File: src/rtl/hazard_ctrl.sv
// hazard_ctrl: F/D/E/M pipeline sequencing controller.
// Tracks stage valid bits and drives stall/kill/redirect/writeback enables.
module hazard_ctrl #(
    parameter int MUL_LAT     = 4,
    parameter int BOOT_CYCLES = 2
) (
    input  logic        clk,
    input  logic        rst,
    input  logic [31:0] instr_d,
    input  logic [31:0] instr_e,
    input  logic [31:0] instr_m,
    input  logic        br_cond,
    input  logic        dmem_ready,
    output logic        dmem_valid,
    output logic        stall_f,
    output logic        stall_d,
    output logic        stall_e,
    output logic        kill_d,
    output logic        kill_e,
    output logic        branch_taken,
    output logic        wr_en
);

    localparam int CW = (MUL_LAT > 1) ? $clog2(MUL_LAT) : 1;
    localparam int BW = $clog2(BOOT_CYCLES + 1);

    localparam logic [6:0] OPC_OP     = 7'b0110011;
    localparam logic [6:0] OPC_IMM    = 7'b0010011;
    localparam logic [6:0] OPC_LOAD   = 7'b0000011;
    localparam logic [6:0] OPC_STORE  = 7'b0100011;
    localparam logic [6:0] OPC_BRANCH = 7'b1100011;
    localparam logic [6:0] OPC_LUI    = 7'b0110111;
    localparam logic [6:0] OPC_AUIPC  = 7'b0010111;
    localparam logic [6:0] OPC_JAL    = 7'b1101111;
    localparam logic [6:0] OPC_JALR   = 7'b1100111;
    localparam logic [6:0] F7_MULDIV  = 7'b0000001;

    typedef enum logic [1:0] {
        S_BOOT,
        S_RUN,
        S_MUL,
        S_MEM
    } state_t;

    state_t state;
    state_t state_nx;

    logic          v_d;
    logic          v_e;
    logic          v_m;
    logic [CW-1:0] mul_cnt;
    logic [BW-1:0] boot_cnt;

    logic [6:0] op_d;
    logic [6:0] op_e;
    logic [6:0] op_m;
    logic [4:0] rs1_d;
    logic [4:0] rs2_d;
    logic [4:0] rd_e;
    logic [4:0] rd_m;

    logic use_rs2_d;
    logic ld_e;
    logic mul_e;
    logic jmp_e;
    logic br_e;
    logic wr_m;
    logic mul_last;
    logic dmem_req;
    logic mem_stall;
    logic ex_stall;
    logic take_br;
    logic lu_raw;
    logic load_use;
    logic unused_bits;

    assign op_d  = instr_d[6:0];
    assign op_e  = instr_e[6:0];
    assign op_m  = instr_m[6:0];
    assign rs1_d = instr_d[19:15];
    assign rs2_d = instr_d[24:20];
    assign rd_e  = instr_e[11:7];
    assign rd_m  = instr_m[11:7];

    assign unused_bits = ^{instr_d[31:25], instr_d[14:7],
                           instr_e[24:12], instr_m[31:12]};

    assign use_rs2_d = (op_d == OPC_OP) | (op_d == OPC_STORE) |
                       (op_d == OPC_BRANCH);
    assign ld_e  = (op_e == OPC_LOAD);
    assign mul_e = (op_e == OPC_OP) & (instr_e[31:25] == F7_MULDIV);
    assign jmp_e = (op_e == OPC_JAL) | (op_e == OPC_JALR);
    assign br_e  = (op_e == OPC_BRANCH);

    // register-writing opcode classes seen in M
    always_comb begin
        wr_m = 1'b0;
        unique case (op_m)
            OPC_OP, OPC_IMM, OPC_LOAD, OPC_LUI,
            OPC_AUIPC, OPC_JAL, OPC_JALR: wr_m = 1'b1;
            default:                      wr_m = 1'b0;
        endcase
    end

    assign dmem_req  = v_m & ((op_m == OPC_LOAD) | (op_m == OPC_STORE));
    assign mem_stall = dmem_req & ~dmem_ready;
    assign mul_last  = (mul_cnt == CW'(MUL_LAT - 1));
    assign ex_stall  = ~mem_stall & v_e & mul_e & ~mul_last;
    assign take_br   = ~mem_stall & ~ex_stall & v_e &
                       (jmp_e | (br_e & br_cond));
    assign lu_raw    = v_d & v_e & ld_e & (rd_e != 5'd0) &
                       ((rd_e == rs1_d) | ((rd_e == rs2_d) & use_rs2_d));
    assign load_use  = ~mem_stall & ~ex_stall & ~take_br & lu_raw;

    // stage valid bits follow the stall/kill decisions of this cycle
    always_ff @(posedge clk or negedge rst) begin
        if (!rst) begin
            v_d <= 1'b0;
            v_e <= 1'b0;
            v_m <= 1'b0;
        end else begin
            v_d <= ~kill_d;
            v_e <= stall_e ? v_e : (v_d & ~kill_e);
            v_m <= mem_stall ? v_m : (v_e & ~ex_stall);
        end
    end

    // multiply occupancy in E, frozen while memory holds the pipe
    always_ff @(posedge clk or negedge rst) begin
        if (!rst) begin
            mul_cnt <= '0;
        end else if (!mem_stall) begin
            if (v_e & mul_e & ~mul_last) begin
                mul_cnt <= mul_cnt + CW'(1);
            end else begin
                mul_cnt <= '0;
            end
        end
    end

    // post-reset countdown that keeps D/E flushed
    always_ff @(posedge clk or negedge rst) begin
        if (!rst) begin
            boot_cnt <= BW'(BOOT_CYCLES);
        end else if (state == S_BOOT && boot_cnt != '0) begin
            boot_cnt <= boot_cnt - BW'(1);
        end
    end

    // state register
    always_ff @(posedge clk or negedge rst) begin
        if (!rst) begin
            state <= S_BOOT;
        end else begin
            state <= state_nx;
        end
    end

    // next state: leave BOOT as the countdown hits zero
    always_comb begin
        state_nx = state;
        case (state)
            S_BOOT: begin
                if (boot_cnt <= BW'(1)) begin
                    state_nx = S_RUN;
                end
            end
            default: begin
                if (mem_stall) begin
                    state_nx = S_MEM;
                end else if (ex_stall) begin
                    state_nx = S_MUL;
                end else begin
                    state_nx = S_RUN;
                end
            end
        endcase
    end

    // outputs: one hazard class acts per cycle, highest priority first
    always_comb begin
        dmem_valid   = 1'b0;
        stall_f      = 1'b0;
        stall_d      = 1'b0;
        stall_e      = 1'b0;
        kill_d       = 1'b0;
        kill_e       = 1'b0;
        branch_taken = 1'b0;
        wr_en        = 1'b0;
        if (state == S_BOOT) begin
            kill_d = 1'b1;
            kill_e = 1'b1;
        end else begin
            unique case (1'b1)
                mem_stall, ex_stall: begin
                    stall_f = 1'b1;
                    stall_d = 1'b1;
                    stall_e = 1'b1;
                end
                take_br: begin
                    branch_taken = 1'b1;
                    kill_d       = 1'b1;
                    kill_e       = 1'b1;
                end
                load_use: begin
                    stall_f = 1'b1;
                    stall_d = 1'b1;
                    kill_e  = 1'b1;
                end
                default: ;
            endcase
            dmem_valid = dmem_req;
            wr_en      = v_m & wr_m & (rd_m != 5'd0) & ~mem_stall;
        end
    end

endmodule

File: config.mk
export PLATFORM = sky130hd
export DESIGN_NAME = hazard_ctrl
export DESIGN_NICKNAME = d
export VERILOG_FILES = /design/src/rtl/hazard_ctrl.sv
export SDC_FILE = /design/constraint.sdc
export NUM_CORES = 1
export LEC_CHECK = 0
export CAP_MARGIN = 20
export CORE_ASPECT_RATIO = 1.4
export CORE_MARGIN = 2
export CORE_UTILIZATION = 26
export DETAILED_ROUTE_END_ITERATION = 10
export GPL_TIMING_DRIVEN = 0
export PLACE_DENSITY = 0.86
export SETUP_SLACK_MARGIN = 0.5
export SLEW_MARGIN = 25
export SYNTH_ARGS = -nofsm -noshare
export SYNTH_HDL_FRONTEND = slang
export SYNTH_SLANG_ARGS = --single-unit
export TNS_END_PERCENT = 20
File: constraint.sdc
create_clock -name clk -period 3.8 [get_ports clk]
set_input_delay 0.38 -clock clk [delete_from_list [all_inputs] [get_ports clk]]
set_output_delay 0.38 -clock clk [all_outputs]
set_load 0.005 [all_outputs]
==> results of run 1 <==
[state kept, by name, indices dropped and copies added (netlist names)]
signal and flops:
v_d 1, mul_cnt 2, v_m 1, state 2, boot_cnt 2, v_e 1
[placed cells by master, fill, tap and decap left out, types with 2 or more instances in the layout]
cell type,n
nand4_1,2
clkbuf_8,3
xor2_1,4
a21oi_1,5
nor2_1,8
inv_1,6
o21ai_0,2
xnor2_1,7
dfrtp_1,8
nand3_1,5
nor3_1,6
nor3b_1,2
nand2_1,4
buf_4,2
ha_1,3
clkdlybuf4s50_1,59
[power groups by stage]
stage / sequential (mW) / clock (mW) / combinational [mW]
floorplan: 0.0987 / 0 / 0.0199
global placement: 0.0989 / 0 / 0.0832
detailed placement: 0.0989 / 0 / 0.0864
CTS: 0.0975 / 0.116 / 0.0867
global route: 0.0975 / 0.119 / 0.0931
finish: 0.0975 / 0.113 / 0.0856
[logic make-up after synthesis]
kind of cell    after synthesis  share of synthesized area (%)
simple gates                 38                           32.0
compound gates               15                           15.2
xor+xnor                     11                           12.5
flops                         9                           29.3
buf+inv                       8                           4.85
fa+ha+maj                     3                           4.85
mux                           1                           1.29
[critical path, cell delays in order]
cell and delay [ns]:
clkdlybuf4s50_1 0.45, or4_4 0.56, nor3_4 0.34, a31oi_4 0.10
a21oi_1 0.21, buf_4 0.14, clkdlybuf4s50_1 0.49
[per-stage QoR]
step	cell area [sq um]	std cells
after CTS	1460	185
after global routing	1460	185
after floorplan	773	85
after detailed placement	1410	181
after global placement	1410	181
final	1460	185
[worst paths after layout]
path / depth (start not counted) / slack (ns) / end
worst max-delay path: 7 / 0.74 / stall_f
worst min-delay path: 1 / 0.44 / boot_cnt[0]
worst max register to register: 5 / 2.19 / v_e
worst min register to register: 2 / 0.49 / mul_cnt[1]
max in group asynchronous: 1 / 3.03 / boot_cnt[1]
min in group clk: 2 / 0.49 / mul_cnt[1]
[per-layer routing]
metal / track usage (%) / vias to the layer above / share of wire [%]
met2: 29.9 / 67 / 51
li1: - / 436 / -
met3: 6.03 / 6 / 12
met1: 14.1 / 401 / 33
met5: 0 / - / 0
met4: 8.33 / 0 / 2.9
[final cells by class]
cell class                      count  area, sq um  area share [%]
Sequential cell                     9          226            15.6
Buffer                              2         15.0            1.03
Tap cell                           37         46.3            3.18
Clock buffer                        4         45.0            3.10
Inverter                            6         22.5            1.55
Multi-Input combinational cell     68          509            35.0
Timing Repair Buffer               59          591            40.6
==> results_tabular.tex, run 1 <==
\begin{tabular}{lr}
\hline
Metric & Value \\
\hline
\multicolumn{2}{l}{\textbf{Outcome}} \\
\quad Result of the run & completed \\
\multicolumn{2}{l}{\textbf{STA}} \\
\quad Setup repair after global routing missed its margin & no \\
\quad Max-slew headroom at the worst pin & 68.4\% \\
\quad Final hold violation count & 0 \\
\quad Number of setup violations in the final report & 0 \\
\quad Pins Over Slew Limit & 0 \\
\quad Worst-Margin Slew & 0.470 ns \\
\quad Post-Route Hold Slack & 0.442 ns \\
\quad Peak Freq & 0.327 GHz \\
\quad Sum Neg Setup Slack & 0 ns \\
\quad Final Worst Setup Slack & 0.740 ns \\
\quad Shortest clock period the worst path allows after layout & 3.06 ns \\
\quad Period utilisation layout & 80.5\% \\
\quad Clock tree skew after final layout & 0.00468 ns \\
\multicolumn{2}{l}{\textbf{Final layout}} \\
\quad Net count of the finished layout & 252 \\
\quad Number of fill cells in the layout & 264 \\
\quad Share of cells above drive strength 1 & a little over a tenth \\
\quad Final core area utilization & between 50 and 60\% \\
\quad Diode count & 0 \\
\quad Relative area change from synthesis to final layout & 88.2\% \\
\multicolumn{2}{l}{\textbf{Power}} \\
\quad Seq pwr share & 32.9\% \\
\quad Static leakage power & 0.542 nW \\
\quad Cell Pwr Density & 203 nW/um\^{}2 \\
\quad Part of the total power dissipated in the clock network & 38.2\% \\
\quad Internal power & approximately 230 uW \\
\quad Combinational share of power & 28.9\% \\
\quad Peak supply drop & 0.113 mV \\
\quad Power spent charging and discharging nets & 66.4 uW \\
\quad Overall power after layout & 296 uW \\
\quad Sw frac & 22.4\% \\
\multicolumn{2}{l}{\textbf{GRT}} \\
\quad Gr ovfl total & 0 \\
\quad Maximum number of pins on one net before global-route repair & 11 \\
\quad Total Routing Usage GR & 15.6\% \\
\quad Number of global-route vias before repair & 994 \\
\quad Global-route wire length before repair & 4.02 mm \\
\quad Initial antenna violation count & 0 \\
\multicolumn{2}{l}{\textbf{Worst setup path}} \\
\quad Crit. End Element & output port \\
\quad Startpoint of the lowest-slack register-to-register path & v\_e \\
\quad Required time at the endpoint of the critical path & around 3.4 ns \\
\quad Setup Crit Path Kind & primary input to output port \\
\quad Critical Path Fanout Max & 7 \\
\quad Worst setup SP type & primary input \\
\quad Timing startpoint of the critical path & instr\_m[2] \\
\quad Worst EP arrival & between 2 and 3 ns \\
\multicolumn{2}{l}{\textbf{Synth}} \\
\quad Primary FF master, synth & dfrtp\_1 \\
\quad EDFF count, synth & 0 \\
\quad Unique cell type count in the Yosys netlist & 35 \\
\quad Share of the synthesized area in the top cell type & 25.9\% \\
\quad Avg Inst Size Synth & 9.10 sq um \\
\quad Mapped cell area & 773 sq um \\
\quad Sequential area share after synthesis & 29.3\% \\
\quad Synth top area cells & dfrtp\_1, xnor2\_1, ha\_1 \\
\quad Cell types with the highest counts after synthesis & dfrtp\_1, nor2\_1, xnor2\_1 \\
\quad Ys Warns & 0 \\
\quad Post-synthesis net count & 188 \\
\quad Register bit total from synthesis & 9 \\
\quad Async set-or-reset flop fraction in the synthesized netlist & 100\% \\
\quad Largest area contributor in the synthesized netlist & dfrtp\_1 \\
\quad Syn Inst Count & 85 \\
\multicolumn{2}{l}{\textbf{Floorplan}} \\
\quad Initial standard-cell utilization of the core & around 27\% \\
\quad Core box area & 2850 sq um \\
\quad Die W & 50.1 um \\
\quad Height of the die & 68.5 um \\
\quad Standard-cell row count & 23 \\
\quad Overall die area & 3430 sq um \\
\quad Number of placed I/O pins & roughly 110 \\
\multicolumn{2}{l}{\textbf{Clocking}} \\
\quad Clock tree from TritonCTS & yes \\
\quad Buffer count from post-CTS setup fixing & 0 \\
\quad TritonCTS Buffers & 3 \\
\quad Post-CTS Hold Buffers & 0 \\
\quad Clock latency on the worst-skew pair & 0.24 ns \\
\quad Clock buffer depth & 2 \\
\quad CTS HTree Levels & 1 \\
\quad Sink Count & 9 \\
\quad Clk slew on worst S/H paths & 0.05 ns \\
\quad Root Buffer & clkbuf\_8 \\
\quad Number of gates given a new drive strength after cts & 0 \\
\multicolumn{2}{l}{\textbf{Place}} \\
\quad Post-place setup slack & between 0.7 and 0.8 ns \\
\quad HPWL Detailed & 2.15 mm \\
\quad Number of buffer cells added on primary ports & 59 \\
\quad Final GP Congestion & 0.737 \\
\multicolumn{2}{l}{\textbf{Routing}} \\
\quad Total via count in the routed design & approximately 900 \\
\quad Violation count after the first detailed-route iteration & 3 \\
\quad Post-DRT Antenna Nets & 0 \\
\quad Routed WL per cell & between 10 and 15 um \\
\quad WL final & 2.41 mm \\
\quad Post-detailed-route via-to-cell ratio & 4.92 \\
\quad Number of search-and-repair iterations in the first detailed-routing pass & 2 \\
\quad DRC violations left & 0 \\
\multicolumn{2}{l}{\textbf{Worst hold path}} \\
\quad Worst min-delay path category & primary input to asynchronous set/reset pin \\
\multicolumn{2}{l}{\textbf{Flow run}} \\
\quad Max-cap violations & 0 \\
\hline
\end{tabular}
Power figures use the tool's default switching activity.
==> inputs of run 2 (changes only) <==
--- a/config.mk
+++ b/config.mk
@@ -8,10 +8,10 @@
 export CAP_MARGIN = 20
 export CORE_ASPECT_RATIO = 1.4
 export CORE_MARGIN = 2
-export CORE_UTILIZATION = 26
+export CORE_UTILIZATION = 24
 export DETAILED_ROUTE_END_ITERATION = 10
 export GPL_TIMING_DRIVEN = 0
-export PLACE_DENSITY = 0.86
+export PLACE_DENSITY = 0.8
 export SETUP_SLACK_MARGIN = 0.5
 export SLEW_MARGIN = 25
 export SYNTH_ARGS = -nofsm -noshare
==> constraint.sdc (replaced) <==
create_clock -name clk -period 3.15 [get_ports clk]
set_input_delay 0.315 -clock clk [delete_from_list [all_inputs] [get_ports clk]]
set_output_delay 0.315 -clock clk [all_outputs]
set_load 0.005 [all_outputs]
==> run 2 against run 1 <==
Compared with the run above: final area rose by 4.0%; die area is 7.7% higher; sequential power is 21% higher; combinational power rose by 24%; wire length grew 6.4%; clock power rose by 17%; flip-flop and latch count did not move; global-route usage decreased by 0.19 points; total power up 20%; register-to-register slack worse by 0.59 ns; non-clock buffer count increased by 3.
==> results_tabular.tex, run 2 (synthesized netlist as in run 1, its figures left out) <==
\begin{tabular}{lr}
\hline
Metric & Value \\
\hline
\multicolumn{2}{l}{\textbf{Final layout}} \\
\quad Area taken by flip-flops and latches & 226 sq um (unchanged) \\
\quad Number of fill cells in the layout & 281 (+6.4\%) \\
\quad Diode count & 0 (unchanged) \\
\quad Registers with the highest flip-flop counts & boot\_cnt: 2 flops, mul\_cnt: 2 flops, state: 2 flops \\
\quad Relative area change from synthesis to final layout & 95.6\% \\
\quad Most frequent cells in the layout & clkdlybuf4s50\_1, dfrtp\_1, nor2\_1, xnor2\_1 \\
\quad Total area of multi-input combinational cells & 544 sq um (+6.9\%) \\
\quad Share of cells above drive strength 1 & 17.2\% (+6.4 points) \\
\quad Design area & 1510 sq um (+4.0\%) \\
\quad Net count of the finished layout & 255 (+1.2\%) \\
\quad Most frequent standard cell in the layout excluding fill and tap cells & clkdlybuf4s50\_1 \\
\multicolumn{2}{l}{\textbf{Worst setup path}} \\
\quad Setup Crit Path Kind & primary input to output port \\
\quad Crit. End Element & output port \\
\quad Required time at the endpoint of the critical path & 2.83 ns (-0.59 ns) \\
\quad Startpoint of the lowest-slack register-to-register path & mul\_cnt[0] \\
\quad Timing startpoint of the critical path & instr\_e[27] \\
\quad Critical Path Fanout Max & 5 (-2) \\
\quad Reg2reg setup slack & 1.60 ns (-0.59 ns) \\
\quad Worst setup SP type & primary input \\
\quad Worst EP arrival & 2.33 ns (-0.35 ns) \\
\quad Worst flop-to-flop path endpoint & v\_e \\
\quad Worst setup path endpoint & stall\_d \\
\quad Number of cells on the worst reg-to-reg path & 5 (unchanged) \\
\multicolumn{2}{l}{\textbf{STA}} \\
\quad Peak Freq & about 0.38 GHz \\
\quad Clock tree skew after final layout & 0.00102 ns (-0.00367 ns) \\
\quad Max-slew headroom at the worst pin & 66.9\% (-1.5 points) \\
\quad Number of setup violations in the final report & 0 (unchanged) \\
\quad Sum Neg Setup Slack & 0 ns (unchanged) \\
\quad Setup repair after global routing missed its margin & yes \\
\quad Final hold violation count & 0 (unchanged) \\
\quad Period utilisation layout & 84.0\% \\
\quad Worst-Margin Slew & 0.493 ns (+0.0230 ns) \\
\quad Pins Over Slew Limit & 0 (unchanged) \\
\quad Shortest clock period the worst path allows after layout & roughly 2.6 ns \\
\multicolumn{2}{l}{\textbf{Power}} \\
\quad Static leakage power & 0.564 nW (+4.1\%) \\
\quad Peak supply drop & 0.162 mV (+44\%) \\
\quad Cell Pwr Density & 235 nW/um\^{}2 (+16\%) \\
\multicolumn{2}{l}{\textbf{Routing}} \\
\quad Post-DRT Antenna Nets & 0 (unchanged) \\
\quad Total via count in the routed design & 922 (+1.3\%) \\
\quad DRC violations left & 0 (unchanged) \\
\quad WL final & 2.56 mm (+6.4\%) \\
\quad Violation count after the first detailed-route iteration & 17 (+14) \\
\quad Number of search-and-repair iterations in the first detailed-routing pass & 4 (+2) \\
\quad Post-detailed-route via-to-cell ratio & 4.85 (-1.3\%) \\
\quad Routed WL per cell & 13.5 um (+3.6\%) \\
\multicolumn{2}{l}{\textbf{Clocking}} \\
\quad Root Buffer & clkbuf\_8 \\
\quad TritonCTS Buffers & 3 (unchanged) \\
\quad Post-CTS Hold Buffers & 0 (unchanged) \\
\quad Clock tree from TritonCTS & yes \\
\quad Clock buffer depth & 2 (unchanged) \\
\quad Sink Count & 9 (unchanged) \\
\quad Clk slew on worst S/H paths & 0.04 ns (about the same) \\
\quad CTS HTree Levels & 1 (unchanged) \\
\quad Clock latency on the worst-skew pair & 0.23 ns (about the same) \\
\multicolumn{2}{l}{\textbf{Place}} \\
\quad Placed Instance Area & 1410 sq um (+0.18\%) \\
\quad Number of buffer cells added on primary ports & 59 (unchanged) \\
\quad HPWL Detailed & 2.14 mm (-0.53\%) \\
\quad Final GP Congestion & 0.826 (+12\%) \\
\multicolumn{2}{l}{\textbf{Flow run}} \\
\quad Max-cap violations & 0 (unchanged) \\
\multicolumn{2}{l}{\textbf{Floorplan}} \\
\quad Height of the die & 71.2 um (+3.8\%) \\
\quad Number of placed I/O pins & 108 (unchanged) \\
\quad Core box area & 3090 sq um (+8.6\%) \\
\quad Die W & 52.0 um (+3.8\%) \\
\quad Initial standard-cell utilization of the core & 25.0\% (-2.1 points) \\
\quad Overall die area & 3700 sq um (+7.7\%) \\
\quad Standard-cell row count & 24 (+4.3\%) \\
\multicolumn{2}{l}{\textbf{Outcome}} \\
\quad Result of the run & completed \\
\multicolumn{2}{l}{\textbf{Worst hold path}} \\
\quad Worst min-delay path category & primary input to asynchronous set/reset pin \\
\multicolumn{2}{l}{\textbf{GRT}} \\
\quad Maximum number of pins on one net before global-route repair & 11 (unchanged) \\
\quad Total Routing Usage GR & 15.5\% (-0.19 points) \\
\quad Global-route wire length before repair & 4.26 mm (+5.8\%) \\
\quad Gr ovfl total & 0 (unchanged) \\
\quad Number of global-route vias before repair & 1024 (+3.0\%) \\
\quad Initial antenna violation count & 0 (unchanged) \\
\hline
\end{tabular}
-- run 2: cell types whose count changed in the layout (fill, tap and decap cells not counted), moves of 2 or more --
cell | before | now
a21oi_1 | 5 | 3
clkdlybuf4s50_1 | 59 | 57
dlygate4sd2_1 | 0 | 2
buf_4 | 2 | 5
a21oi_2 | 0 | 2
-- run 2: worst min path at each step --
stage | cells after the start | startpoint | to | slack, ns
floorplan | 0 | rst | boot_cnt[0] | 0.02
global placement | 2 | mul_cnt[1] | mul_cnt[1] | 0.47
detailed placement | 2 | mul_cnt[1] | mul_cnt[1] | 0.49
CTS | 1 | rst | boot_cnt[0] | 0.39
global route | 1 | rst | boot_cnt[0] | 0.42
finish | 1 | rst | state[0] | 0.39
-- run 2: critical path, stage by stage --
cell             delay [ns]
clkdlybuf4s50_1        0.39
or4b_4                 0.55
nor3_4                 0.19
a31oi_4                0.16
a21oi_2                0.20
clkdlybuf4s50_1        0.52
-- run 2: cell type report --
type | instances | area share (%)
well taps | 39 | 3.23
flip-flops and latches | 9 | 15.0
clock buffers | 4 | 2.98
plain buffers | 2 | 0.993
multi-input cells | 68 | 36.0
repair buffers | 62 | 40.4
inverters | 6 | 1.49
-- run 2: repair_timing --
action | 4_1_cts | 5_1_grt
hold endpoints to repair | 0 | 0
resized for setup | 5 | 6
setup buffers | 2 | 1
setup endpoints to repair | 6 | 5
pin swaps | 4 | 3
-- run 2: layer usage --
| metal | vias to the layer above | wire length [um] | track usage, % |
|---|---|---|---|
| met5 | - | 0 | 0 |
| met4 | 0 | 48 | 7.31 |
| met3 | 6 | 317 | 5.27 |
| met2 | 68 | 1310 | 28.3 |
| met1 | 404 | 886 | 14.8 |
| li1 | 444 | - | - |
-- run 2: through the flow --
step	util, %	hold WS [ns]	setup WS (ns)	instances	total power, mW
3_3_place_gp	45.7	0.470	0.251	183	0.220
4_1_cts	48.0	0.394	0.446	189	0.359
5_1_grt	48.9	0.423	0.429	190	0.373
6_report	48.9	0.388	0.505	190	0.356
2_1_floorplan	-	0.0194	1.24	85	0.143
3_5_place_dp	45.7	0.487	0.232	183	0.223
-- run 2: report_power, final --
| part | leakage, nW | switching, mW | total (mW) | internal, mW |
|---|---|---|---|---|
| registers | 0.102 | 0.000634 | 0.118 | 0.117 |
| logic | 0.440 | 0.0333 | 0.106 | 0.0725 |
| clock network | 0.0228 | 0.0442 | 0.132 | 0.0881 |
| total | 0.564 | 0.0782 | 0.356 | 0.278 |
==> inputs of run 3 (changes only) <==
==> constraint.sdc (replaced) <==
create_clock -name clk -period 2.5 [get_ports clk]
set_input_delay 0.25 -clock clk [delete_from_list [all_inputs] [get_ports clk]]
set_output_delay 0.25 -clock clk [all_outputs]
set_load 0.005 [all_outputs]
==> run 3 against run 2 <==
Compared with the run above: core utilization increased by 4.4 points; sequential share of layout area fell by 1.2 points; worst hold slack worse by 0.069 ns; flip-flop and latch count stayed put; register-to-register slack worse by 1.2 ns; final cell count rose by 6.8%; sequential power up 25%; final area increased by 9.0%; via count grew 6.1%; total power grew 27%; clock power grew 27%; largest cell class unchanged; largest power group unchanged; highest routed layer unchanged.
==> results_tabular.tex, run 3 (synthesized netlist as in run 1, its figures left out) <==
\begin{tabular}{lr}
\hline
Metric & Value \\
\hline
\multicolumn{2}{l}{\textbf{Outcome}} \\
\quad Result of the run & completed \\
\multicolumn{2}{l}{\textbf{Worst setup path}} \\
\quad Top cell family by delay on the critical path & buffers and inverters \\
\quad Critical Path Fanout Max & 5 (unchanged) \\
\quad CP cell instances & dlygate4sd2\_1 > or4b\_4 > nor3\_4 > a31oi\_4 > buf\_6 > a21oi\_4 > buf\_6 > buf\_4 > buf\_6 > buf\_4 > buf\_4 > buf\_6 > buf\_4 \\
\quad Crit path largest cell delay & 0.53 ns (-0.02 ns) \\
\quad Crit. End Element & flop \\
\quad Required time at the endpoint of the critical path & 2.68 ns (-0.15 ns) \\
\quad Setup Crit Path Kind & primary input to flop \\
\quad Reg2reg setup slack & 0.38 ns (-1.22 ns) \\
\quad Number of buffers and inverters on the critical path & 9 (+7) \\
\quad Slowest library cell on the worst path & or4b\_4 \\
\quad Worst setup SP type & primary input \\
\quad Worst EP arrival & 2.30 ns (-0.03 ns) \\
\multicolumn{2}{l}{\textbf{Power}} \\
\quad Static leakage power & 0.697 nW (+24\%) \\
\quad Cell Pwr Density & 275 nW/um\^{}2 (+17\%) \\
\quad Overall power after layout & 453 uW (+27\%) \\
\quad Peak supply drop & 0.204 mV (+26\%) \\
\multicolumn{2}{l}{\textbf{Clocking}} \\
\quad Clk slew on worst S/H paths & 0.04 ns (about the same) \\
\quad Clock buffer depth & 2 (unchanged) \\
\quad Root Buffer & clkbuf\_8 \\
\quad Post-CTS Hold Buffers & 0 (unchanged) \\
\quad TritonCTS Buffers & 3 (unchanged) \\
\quad Clock latency on the worst-skew pair & 0.23 ns (about the same) \\
\quad Clock tree from TritonCTS & yes \\
\quad CTS HTree Levels & 1 (unchanged) \\
\quad Sink Count & 9 (unchanged) \\
\multicolumn{2}{l}{\textbf{STA}} \\
\quad Clock tree skew after final layout & 0.00151 ns (+0.000490 ns) \\
\quad Worst-Margin Slew & 0.452 ns (-0.0404 ns) \\
\quad Peak Freq & approximately 0.47 GHz \\
\quad Final hold violation count & 0 (unchanged) \\
\quad Post-Route Hold Slack & 0.319 ns (-0.0689 ns) \\
\quad Period utilisation layout & between 80 and 90\% \\
\quad Number of setup violations in the final report & 0 (unchanged) \\
\quad Pins Over Slew Limit & 0 (unchanged) \\
\quad Max-slew headroom at the worst pin & 69.7\% (+2.8 points) \\
\quad Shortest clock period the worst path allows after layout & 2.12 ns \\
\quad Setup repair after global routing missed its margin & yes \\
\multicolumn{2}{l}{\textbf{GRT}} \\
\quad Global-route wire length before repair & 4.46 mm (+4.9\%) \\
\quad Maximum number of pins on one net before global-route repair & 11 (unchanged) \\
\quad Initial antenna violation count & 0 (unchanged) \\
\quad Number of global-route vias before repair & 1078 (+5.3\%) \\
\quad Gr ovfl total & 0 (unchanged) \\
\quad Total Routing Usage GR & 16.1\% (+0.68 points) \\
\multicolumn{2}{l}{\textbf{Final layout}} \\
\quad Share of cells above drive strength 1 & 28.7\% (+11 points) \\
\quad Area taken by flip-flops and latches & 226 sq um (unchanged) \\
\quad Diode count & 0 (unchanged) \\
\quad Most frequent cells in the layout & clkdlybuf4s50\_1, buf\_4, dlygate4sd2\_1 \\
\quad Total area of multi-input combinational cells & 574 sq um (+5.5\%) \\
\quad Net count of the finished layout & 268 (+5.1\%) \\
\quad Final core area utilization & 53.3\% (+4.4 points) \\
\quad Number of fill cells in the layout & 272 (-3.2\%) \\
\quad Most frequent standard cell in the layout excluding fill and tap cells & clkdlybuf4s50\_1 \\
\quad Registers with the highest flip-flop counts & boot\_cnt: 2 flops, mul\_cnt: 2 flops, state: 2 flops \\
\quad Relative area change from synthesis to final layout & 113\% \\
\multicolumn{2}{l}{\textbf{Routing}} \\
\quad Routed WL per cell & 14.3 um (+6.3\%) \\
\quad Post-DRT Antenna Nets & 0 (unchanged) \\
\quad Total via count in the routed design & 978 (+6.1\%) \\
\quad DRC violations left & 0 (unchanged) \\
\quad WL final & 2.91 mm (+14\%) \\
\quad Post-detailed-route via-to-cell ratio & 4.82 (-0.72\%) \\
\quad Number of search-and-repair iterations in the first detailed-routing pass & 4 (unchanged) \\
\quad Violation count after the first detailed-route iteration & 18 (+1) \\
\multicolumn{2}{l}{\textbf{Floorplan}} \\
\quad Height of the die & 71.2 um (unchanged) \\
\quad Number of placed I/O pins & 108 (unchanged) \\
\quad Standard-cell row count & 24 (unchanged) \\
\quad Overall die area & 3700 sq um (unchanged) \\
\quad Die W & 52.0 um (unchanged) \\
\quad Initial standard-cell utilization of the core & 25.0\% (unchanged) \\
\quad Core box area & 3090 sq um (unchanged) \\
\multicolumn{2}{l}{\textbf{Flow run}} \\
\quad Max-cap violations & 0 (unchanged) \\
\multicolumn{2}{l}{\textbf{Place}} \\
\quad HPWL Detailed & 2.14 mm (unchanged) \\
\quad Number of buffer cells added on primary ports & 59 (unchanged) \\
\quad Final GP Congestion & 0.826 (unchanged) \\
\multicolumn{2}{l}{\textbf{Worst hold path}} \\
\quad Worst min-delay path category & primary input to asynchronous set/reset pin \\
\hline
\end{tabular}
[run 3: cell types whose count changed in the layout (fill, tap and decap cells not counted), moves of 2 or more]
cell	change
clkdlybuf4s50_1	-17
dlygate4sd2_1	+7
buf_6	+8
nor3_1	-2
dlymetal6s2s_1	+4
a21oi_4	+2
a21oi_2	-2
buf_2	+3
buf_4	+6
nor3_2	+2
[run 3: cell type report]
type / count / area share (%)
clock buffers: 4 / 2.73
flip-flops and latches: 9 / 13.7
multi-input cells: 68 / 34.8
repair buffers: 75 / 43.2
well taps: 39 / 2.96
inverters: 6 / 1.37
plain buffers: 2 / 1.14
[run 3: where the power goes]
part / internal [mW] / total (mW) / leakage, nW / switching [mW]
registers: 0.147 / 0.148 / 0.102 / 0.000827
logic: 0.0906 / 0.137 / 0.573 / 0.0459
clock network: 0.111 / 0.168 / 0.0228 / 0.0570
total: 0.349 / 0.453 / 0.697 / 0.104
[run 3: what timing repair did]
item,4_1_cts,5_1_grt
buffers inserted,12,4
endpoints found under the setup margin,8,9
cloned,0,0
resized for setup,42,14
pin swaps,9,10
[run 3: layer usage]
metal	vias up	wire, um	GRT usage [%]
met5	-	0	0
met4	0	66	7.02
met3	6	287	5.06
met2	68	1540	30.1
met1	437	1020	15.5
li1	467	-	-
[run 3: final timing paths]
check,from,end,cells past startpoint
setup / recovery,instr_e[27],v_d,13
hold / removal,rst,state[0],1
setup reg to reg,v_e,v_d,11
hold reg to reg,mul_cnt[1],mul_cnt[1],2
max in group asynchronous,rst,boot_cnt[1],1
min in group clk,mul_cnt[1],mul_cnt[1],2
[run 3: metrics by stage]
stage / setup TNS (ns) / setup slack (ns) / cell area, sq um / instances
after floorplan: 0 / 0.722 / 773 / 85
after global placement: -0.773 / -0.269 / 1410 / 183
after detailed placement: -0.899 / -0.288 / 1410 / 183
after CTS: 0 / 0.326 / 1570 / 199
after global routing: 0 / 0.311 / 1650 / 203
final: 0 / 0.380 / 1650 / 203
